**config.mk**
```make
export PLATFORM = sky130hd
export DESIGN_NAME = bp_me_tr_replay_driver
export DESIGN_NICKNAME = d
export VERILOG_FILES = /design/src/rtl/bp_me_tr_replay_driver.sv
export SDC_FILE = /design/constraint.sdc
export NUM_CORES = 1
export LEC_CHECK = 0
export BUFFER_PORTS_ARGS = -buffer_cell sky130_fd_sc_hd__buf_4
export CAP_MARGIN = 20
export CORE_AREA = 4 4 144 146
export CTS_CLUSTER_DIAMETER = 100
export DETAILED_ROUTE_END_ITERATION = 16
export DIE_AREA = 0 0 148 150
export GPL_TIMING_DRIVEN = 1
export PLACE_DENSITY_LB_ADDON = 0.2
export SYNTH_ARGS = -nofsm -noshare
export SYNTH_HDL_FRONTEND = slang
export SYNTH_SLANG_ARGS = --single-unit
```
**constraint.sdc**
```tcl
create_clock -name clk_i -period 2.8 [get_ports clk_i]
set_input_delay 0.14 -clock clk_i [delete_from_list [all_inputs] [get_ports clk_i]]
set_output_delay 0.14 -clock clk_i [all_outputs]
set_load 0.01 [all_outputs]
```
**src/rtl/bp_me_tr_replay_driver.sv**
```systemverilog
// Trace-replay initiator: walks a ROM of SEND/RECV/WAIT/DONE entries, drives
// the LCE trace command port and checks every LCE response against the ROM.
module bp_me_tr_replay_driver #(
  parameter int unsigned paddr_width_p    = 40,
  parameter int unsigned dword_width_p    = 64,
  parameter int unsigned opcode_width_p   = 4,
  parameter int unsigned rom_addr_width_p = 20,
  localparam int unsigned tr_ring_width_lp = opcode_width_p + paddr_width_p + dword_width_p,
  localparam int unsigned rom_data_width_lp = 4 + tr_ring_width_lp
) (
  input  logic                         clk_i,
  input  logic                         reset_n_i,
  input  logic                         en_i,
  output logic [rom_addr_width_p-1:0]  rom_addr_o,
  input  logic [rom_data_width_lp-1:0] rom_data_i,
  output logic                         tr_pkt_v_o,
  output logic [tr_ring_width_lp-1:0]  tr_pkt_o,
  input  logic                         tr_pkt_yumi_i,
  input  logic                         tr_pkt_v_i,
  input  logic [tr_ring_width_lp-1:0]  tr_pkt_i,
  output logic                         tr_pkt_ready_o,
  output logic                         done_o,
  output logic                         error_o,
  output logic [15:0]                  mismatch_count_o
);

  typedef enum logic [1:0] {StExec, StWait, StHalt} state_e;

  localparam logic [3:0] OpNop  = 4'd0;
  localparam logic [3:0] OpSend = 4'd1;
  localparam logic [3:0] OpRecv = 4'd2;
  localparam logic [3:0] OpWait = 4'd3;
  localparam logic [3:0] OpDone = 4'd4;

  localparam logic [rom_addr_width_p-1:0] PcOne = 1;

  state_e                        r_state;
  logic [rom_addr_width_p-1:0]   r_pc;
  logic [15:0]                   r_wait_cnt;
  logic                          r_send_hold;
  logic                          r_done;
  logic                          r_error;
  logic [15:0]                   r_mismatch_cnt;

  logic [3:0]                    w_op;
  logic [tr_ring_width_lp-1:0]   w_payload;
  logic                          w_in_exec;
  logic                          w_send_v;
  logic                          w_recv_rdy;
  logic                          w_send_fire;
  logic                          w_recv_fire;
  logic                          w_mismatch;
  logic                          w_wait_exp;
  logic                          w_pc_inc;
  logic                          w_pc_ovf;

  assign w_op      = rom_data_i[rom_data_width_lp-1 -: 4];
  assign w_payload = rom_data_i[tr_ring_width_lp-1:0];

  // Decode of the current entry and the handshakes it enables this cycle.
  // Valid/ready are gated by reset so the ports go quiet immediately on assertion.
  always_comb begin
    w_in_exec   = (r_state == StExec);
    w_send_v    = reset_n_i & w_in_exec & (w_op == OpSend) & (en_i | r_send_hold);
    w_recv_rdy  = reset_n_i & w_in_exec & (w_op == OpRecv) & en_i;
    w_send_fire = w_send_v & tr_pkt_yumi_i;
    w_recv_fire = w_recv_rdy & tr_pkt_v_i;
    w_mismatch  = w_recv_fire & (tr_pkt_i != w_payload);
    w_wait_exp  = (r_state == StWait) & (r_wait_cnt == 16'd0);
    w_pc_inc    = (w_in_exec & en_i & (w_op == OpNop)) | w_send_fire | w_recv_fire | w_wait_exp;
    w_pc_ovf    = w_pc_inc & (&r_pc);
  end

  // Replay sequencer: pc, wait counter, send hold and sticky status.
  always_ff @(posedge clk_i or negedge reset_n_i) begin
    if (!reset_n_i) begin
      r_state        <= StExec;
      r_pc           <= '0;
      r_wait_cnt     <= 16'd0;
      r_send_hold    <= 1'b0;
      r_done         <= 1'b0;
      r_error        <= 1'b0;
      r_mismatch_cnt <= 16'd0;
    end else begin
      if (w_mismatch) begin
        r_error <= 1'b1;
        if (r_mismatch_cnt != 16'hFFFF) r_mismatch_cnt <= r_mismatch_cnt + 16'd1;
      end

      // Once offered, a command stays valid and stable until consumed.
      if (w_send_fire)   r_send_hold <= 1'b0;
      else if (w_send_v) r_send_hold <= 1'b1;

      // pc never wraps: overflow freezes it and halts with an error.
      if (w_pc_inc) begin
        if (w_pc_ovf) begin
          r_error <= 1'b1;
          r_done  <= 1'b1;
          r_state <= StHalt;
        end else begin
          r_pc <= r_pc + PcOne;
        end
      end

      unique case (r_state)
        StExec: begin
          if (en_i) begin
            if (w_op == OpWait) begin
              r_wait_cnt <= w_payload[15:0];
              r_state    <= StWait;
            end else if (w_op == OpDone) begin
              r_done  <= 1'b1;
              r_state <= StHalt;
            end else if (w_op > OpDone) begin
              r_error <= 1'b1;
              r_done  <= 1'b1;
              r_state <= StHalt;
            end
          end
        end
        StWait: begin
          if (!w_wait_exp)    r_wait_cnt <= r_wait_cnt - 16'd1;
          else if (!w_pc_ovf) r_state    <= StExec;
        end
        StHalt: ;
        default: r_state <= StHalt;
      endcase
    end
  end

  assign rom_addr_o       = r_pc;
  assign tr_pkt_v_o       = w_send_v;
  assign tr_pkt_o         = w_send_v ? w_payload : '0;
  assign tr_pkt_ready_o   = w_recv_rdy;
  assign done_o           = r_done;
  assign error_o          = r_error;
  assign mismatch_count_o = r_mismatch_cnt;

endmodule

```
# [Word level (Yosys, flattened, before mapping)]
# Index checks and enable logic that the tools add are counted.
[totals] reg_bits=57 latch_bits=0 ram_bits=0 mem_bits_ro=0 input_bits=225 out_inout_bits=148 wordCells=79 memories=0
[classes] add_sub_neg=3 n_mul=0 n_div=0 order_cmp=1 n_eq_ne=11 shift=0 muxes=31 n_bitwise=17 reduce_logical=9
[ops] operator="two-way mux 108 bit" count=1
[ops] operator="!= test 108 bit" count=1
[ops] operator="two-way mux 16 bit" count=3
[ops] operator="case mux 16 bit (2 select lines)" count=1
[ops] operator="adder 20 x 1 -> 20 bit (second input constant)" count=1
[ops] operator="AND reduction 20 bit" count=1
[ops] operator="two-way mux 1 bit" count=17
[ops] operator="adder 16 x 1 -> 16 bit (second input constant)" count=1
[ops] operator="zero test 16 bit" count=1
[ops] operator="two-way mux 2 bit" count=8
[ops] operator="!= test 16 bit (second input constant)" count=1
[ops] operator="subtractor 16 x 1 -> 16 bit (second input constant)" count=1
[ops] operator="bitwise AND 1 bit" count=12
[ops] operator="equality test 4 x 2 -> 1 bit (second input constant)" count=2
[ops] operator="case mux 2 bit (3 select lines)" count=1
[ops] operator="equality test 4 x 1 -> 1 bit (second input constant)" count=1
[ops] operator="equality test 4 x 3 -> 1 bit (second input constant)" count=1
[ops] operator="> comparator 4 x 3 -> 1 bit (second input constant)" count=1
[ops] operator="zero test 4 bit" count=1
[ops] operator="!= test 2 bit (second input constant)" count=2
[ops] operator="OR 1 bit" count=4
[ops] operator="AND reduction 2 bit" count=2
[ops] operator="AND reduction 4 bit" count=1
[ops] operator="nonzero test 2 bit" count=2
[ops] operator="5 further kinds" count=5

# [Longest topological paths before layout]
[logic_depth] word_depth=16 mapped_depth=9 depth_no_buf=8

# [Least setup slack after synthesis]
# Ideal clock, no wire load.
[synth_timing] path_type="reg2reg" start="reg r_state[1]" end="reg r_pc[19] (netlist: rom_addr_o[19])" setup_ps=125 t_arrival_ps=2068 required_ps=2675 setup_slack_ps=607 path_stages_with_launch=8 n_path_buf=0 period_less_slack_ps=2193 cell_sequence="dfrtp_1 nor3b_2 and4_1 and2_1 o31a_4 nor4b_4 nand4_1 xnor2_1"
[synth_rtl] element="start: declaration" line_no="37" text="state_e r_state;"
[synth_rtl] element="start signal: assignment" line_no="77" text="r_state <= StExec;"
[synth_rtl] element="start signal: assignment" line_no="99" text="r_state <= StHalt;"
[synth_rtl] element="start signal: assignment" line_no="110" text="r_state <= StWait;"
[synth_rtl] element="zero test 2 bit (*)" line_no="63" text="w_in_exec = (r_state == StExec);"
[synth_rtl] element="bitwise AND 1 bit (*) (3 in series)" line_no="65" text="w_recv_rdy = reset_n_i & w_in_exec & (w_op == OpRecv) & en_i;"
[synth_rtl] element="net tr_pkt_ready_o" line_no="21" text="output logic tr_pkt_ready_o,"
[synth_rtl] element="bitwise AND 1 bit (*)" line_no="67" text="w_recv_fire = w_recv_rdy & tr_pkt_v_i;"
[synth_rtl] element="OR 1 bit (*) (2 in series)" line_no="70" text="w_pc_inc = (w_in_exec & en_i & (w_op == OpNop)) | w_send_fire | w_recv_fire | w_wait_exp;"
[synth_rtl] element="bitwise AND 1 bit" line_no="71" text="w_pc_ovf = w_pc_inc & (&r_pc);"
[synth_rtl] element="NOT 1 bit (no line)"
[synth_rtl] element="AND reduction 2 bit (no line) (*)"
[synth_rtl] element="end signal: assignment" line_no="101" text="r_pc <= r_pc + PcOne;"
[synth_rtl] element="end: declaration" line_no="38" text="logic [rom_addr_width_p-1:0] r_pc;"
# The timed path passes the listed nets; every way through them passes the cells marked *.
# A chain may end at the register's enable or synchronous reset.

# [Worst setup path in the final report]
[layout_timing] start="reg r_state[1]" end="out tr_pkt_o[88]"
[layout_via] elab_chain_len=5
[layout_lines] element="zero test 2 bit" line_no="63"
[layout_lines] element="bitwise AND 1 bit (3 in series)" line_no="64" text="w_send_v = reset_n_i & w_in_exec & (w_op == OpSend) & (en_i | r_send_hold);"
[layout_lines] element="two-way mux 108 bit" line_no="133" text="assign tr_pkt_o = w_send_v ? w_payload : '0;"
[layout_lines] element="end: declaration" line_no="17" text="output logic [tr_ring_width_lp-1:0] tr_pkt_o,"
# No other way between the ends.

==> metrics.md <==
| Metric | Value |
|---|---|
| Final setup violation count | 0 |
| Number of stages on the worst setup path | 5 |
| Routed via count | 5,474 |
| Most area-consuming cells after synthesis | sky130_fd_sc_hd__dfrtp_1 (29%), sky130_fd_sc_hd__xor2_1 (15%), sky130_fd_sc_hd__and2_1 (14%) |
| Worst min path class | primary input to flip-flop |
| Data required, critical path | 2660 ps |
| CTS tree | yes |
| Number of core rows | 51 |
| Most instantiated library cell after synthesis | sky130_fd_sc_hd__and2_1 |
| Final instance area | 8380 µm² |
| Synth area leader | sky130_fd_sc_hd__dfrtp_1 |
| Cell area after synthesis | 4890 µm² |
| Run status | completed |
| Worst VDD drop | 0.256 mV |
| Post-CTS Repair Setup Buffers | 0 |
| DRC | 0 |
| Cell chain of the critical path | nor4_1 -> and4b_4 -> buf_12 -> and2_1 -> buf_4 |
| Clock Tree Root | sky130_fd_sc_hd__clkbuf_16 |
| Yosys cell types | 47 |
| Average via count per standard cell | 4.49 |
| Ranking of synthesized cells by instance count | sky130_fd_sc_hd__and2_1 (113), sky130_fd_sc_hd__xor2_1 (83), sky130_fd_sc_hd__dfrtp_1 (57), sky130_fd_sc_hd__xnor2_1 (57) |
| Cell family with most CP delay | simple AND/OR/NAND/NOR gates |
| Count of input and output buffers | 372 |
| Post-CTS clock slew at the launch and capture registers of the worst setup and hold paths | 50 ps |
| Initial antenna violation count | 1 |
| Clock period minus final worst setup slack | 2630 ps |
| Core area | 19,400 µm² |
| Number of buffer and inverter stages on the critical path | 2 |
| Worst slew margin relative to its limit | roughly 64% |
| Count of nets after finishing | ~1,200 |
| Cell area after placement | around 8100 µm² |
| Fill cell count | 2,010 |
| Ratio of final minimum period to clock period | between 90% and 100% |
| Starting Density | 25.2% |
| Avg Inst Size Synth | 8.57 µm² |
| Highest Clock Rate | 0.380 GHz |
| Critical-path cell with the highest stage delay | sky130_fd_sc_hd__and4b_4 |
| Max Clock Skew | 6.99 ps |
| Min-Delay Path Depth | 3 |
| Total GRT Usage | between 20% and 30% |
| Ratio of cells with drive above 1 in the final layout | 43.8% |
| Routed wirelength normalized by instance count | 19.9 µm |
| Max-slew violation count | 0 |
| DRC marker count from the first detailed-route iteration | 279 |
| Worst stage delay on the critical path | 510 ps |
| Number of buffers created by CTS | 9 |
| Flops & latches, synth | 57 |
| Number of hold violations in the final report | 0 |
| Aggregate negative setup slack | 0 ps |
| Transition time at the pin with the least slew margin | 532 ps |
| First-pass GRT wire length | approximately 35,000 µm |
| Longest Clk Path Bufs | 2 |
| CP Class | flip-flop to output pin |
| Hold-fix buffer count after cts | 2 |
| Area added between synthesis and finish | 71.5% |
| Maximum number of pins on one net before global-route repair | 47 |
| H-Tree Level Count | 3 |
| Gate count after technology mapping | 570 |
| Antenna-violating nets left | 0 |
| Unrepaired setup endpoints after global routing | false |
| Horiz. Die Dim | approximately 150 µm |
| Worst reg2reg path depth | 7 |
| Critical path startpoint category | flip-flop |
| Count of flip-flops with a built-in enable after synthesis | 0 |
| Total die area | around 22,000 µm² |
| First-pass detailed-route iteration total | 4 |
| Synth Warn # | 0 |
| Die Y | 150 µm |
| Most instantiated flip-flop cell in the synthesis netlist | sky130_fd_sc_hd__dfrtp_1 |
| Max FO, Critical Path | 46 |
| Seq/Total Area, Yosys | 29.2% |
| Insertion delay to the later sink of the worst-skew pair | around 320 ps |
| Placed wire-length estimate | 20,900 µm |
| Total power per unit cell area | about 350 nW/µm² |
| Weighted congestion reported at the end of routability-driven placement | 0.951 |
| TritonCTS Sinks | 57 |
| Via count of the first global-routing pass | ~5,600 |
| Global route overflow | 0 |
| Worst setup EP type | output pin |
| Max-cap viol count | 0 |
| Post-Route WL | 24,200 µm |
| Boundary pin count | 373 |
| Synthesized net count | 799 |
| Yosys top cell area share | 29.2% |
| Static leakage | just over 4 nW |
| Fraction of registers with async set or reset after synthesis | 100% |
| Data arrival time of the critical path | ~2500 ps |
| Cells resized by post-CTS repair | 0 |
[final timing paths]
check	start	end	slack, ps
max	r_state[1]$_DFF_PN0_	tr_pkt_o[88]	170
min	rom_data_i[111]	error_o$_DFF_PN0_	90
max reg2reg	r_wait_cnt[6]$_DFFE_PN0P_	rom_addr_o[19]$_DFFE_PN0P_	310
min reg2reg	error_o$_DFF_PN0_	error_o$_DFF_PN0_	470
max in group asynchronous	reset_n_i	r_state[1]$_DFF_PN0_	1740
min in group asynchronous	reset_n_i	r_send_hold$_DFFE_PN0P_	270
[layout by cell type, fill, tap and decap left out, types with 4 or more instances in the layout]
| cell | count |
|---|---|
| sky130_fd_sc_hd__a21oi_1 | 22 |
| sky130_fd_sc_hd__and2_1 | 113 |
| sky130_fd_sc_hd__and3_1 | 9 |
| sky130_fd_sc_hd__and4_1 | 6 |
| sky130_fd_sc_hd__buf_4 | 386 |
| sky130_fd_sc_hd__clkbuf_16 | 9 |
| sky130_fd_sc_hd__dfrtp_1 | 57 |
| sky130_fd_sc_hd__ha_1 | 4 |
| sky130_fd_sc_hd__inv_1 | 7 |
| sky130_fd_sc_hd__nand2_1 | 18 |
| sky130_fd_sc_hd__nand3_1 | 24 |
| sky130_fd_sc_hd__nand4_1 | 24 |
| sky130_fd_sc_hd__nor2_1 | 24 |
| sky130_fd_sc_hd__nor3_1 | 6 |
| sky130_fd_sc_hd__nor4_1 | 24 |
| sky130_fd_sc_hd__o21a_1 | 4 |
| sky130_fd_sc_hd__o21ai_0 | 13 |
| sky130_fd_sc_hd__o21ai_1 | 6 |
| sky130_fd_sc_hd__or3_1 | 6 |
| sky130_fd_sc_hd__xnor2_1 | 57 |
| sky130_fd_sc_hd__xor2_1 | 83 |
[layout make-up]
class | count | area [µm²] | area share (%)
tap | 265 | 332 | 3.96
inverter | 8 | 30.0 | 0.358
clock inverter | 3 | 40.0 | 0.478
multi-input combinational | 484 | 3350 | 40.0
clock buffer | 12 | 256 | 3.06
timing repair buffer | 389 | 2940 | 35.1
sequential | 57 | 1430 | 17.0
antenna | 1 | 2.50 | 0.0299
[metal layers]
| metal | track usage, % | routed length (µm) | part of all wire, % | vias to the layer above |
|---|---|---|---|---|
| li1 | - | - | - | 2724 |
| met2 | 36.5 | 12000 | 50 | 233 |
| met3 | 8.33 | 2400 | 9.9 | 18 |
| met5 | 0 | 0 | 0 | - |
| met1 | 24.4 | 9500 | 39 | 2499 |
| met4 | 4.06 | 292 | 1.2 | 0 |
[logic make-up after synthesis]
family	synth area share [%]
AND/OR/NAND/NOR	33.4
AO/OA/AOI/OAI	8.35
XOR/XNOR	25.1
adder cells (fa/ha/maj)	1.02
buffers and inverters	2.25
multiplexers	0.691
flip-flops	29.2
[metrics by stage]
stage	hold slack (ps)	worst slack, ps	util [%]	power [mW]	cells
2_1_floorplan	-156	607	-	1.37	570
3_3_place_gp	53.5	342	41.5	1.83	1201
3_5_place_dp	51.2	306	41.5	1.84	1201
4_1_cts	82.0	129	43.2	2.95	1218
5_1_grt	101	80.2	43.2	3.08	1219
6_report	94.2	166	43.2	2.92	1219
[registers in the layout, summed over array words and instances (netlist names)]
name / count
done_o: 1
error_o: 1
mismatch_count_o: 16
r_send_hold: 1
r_state: 2
r_wait_cnt: 16
rom_addr_o: 20
[worst min-delay path, delay by kind of cell]
kind	cells	cell delay, ps
compound gates	1	80
buf+inv	1	90
simple gates	1	70
[power by group]
group | leakage (nW) | switching, mW | total (mW) | internal (mW)
registers | 0.760 | 0.113 | 1.03 | 0.922
logic | 3.21 | 0.351 | 0.790 | 0.439
clock network | 0.148 | 0.367 | 1.10 | 0.728
total | 4.11 | 0.831 | 2.92 | 2.09
No activity file was read; power rests on OpenSTA's default activity.
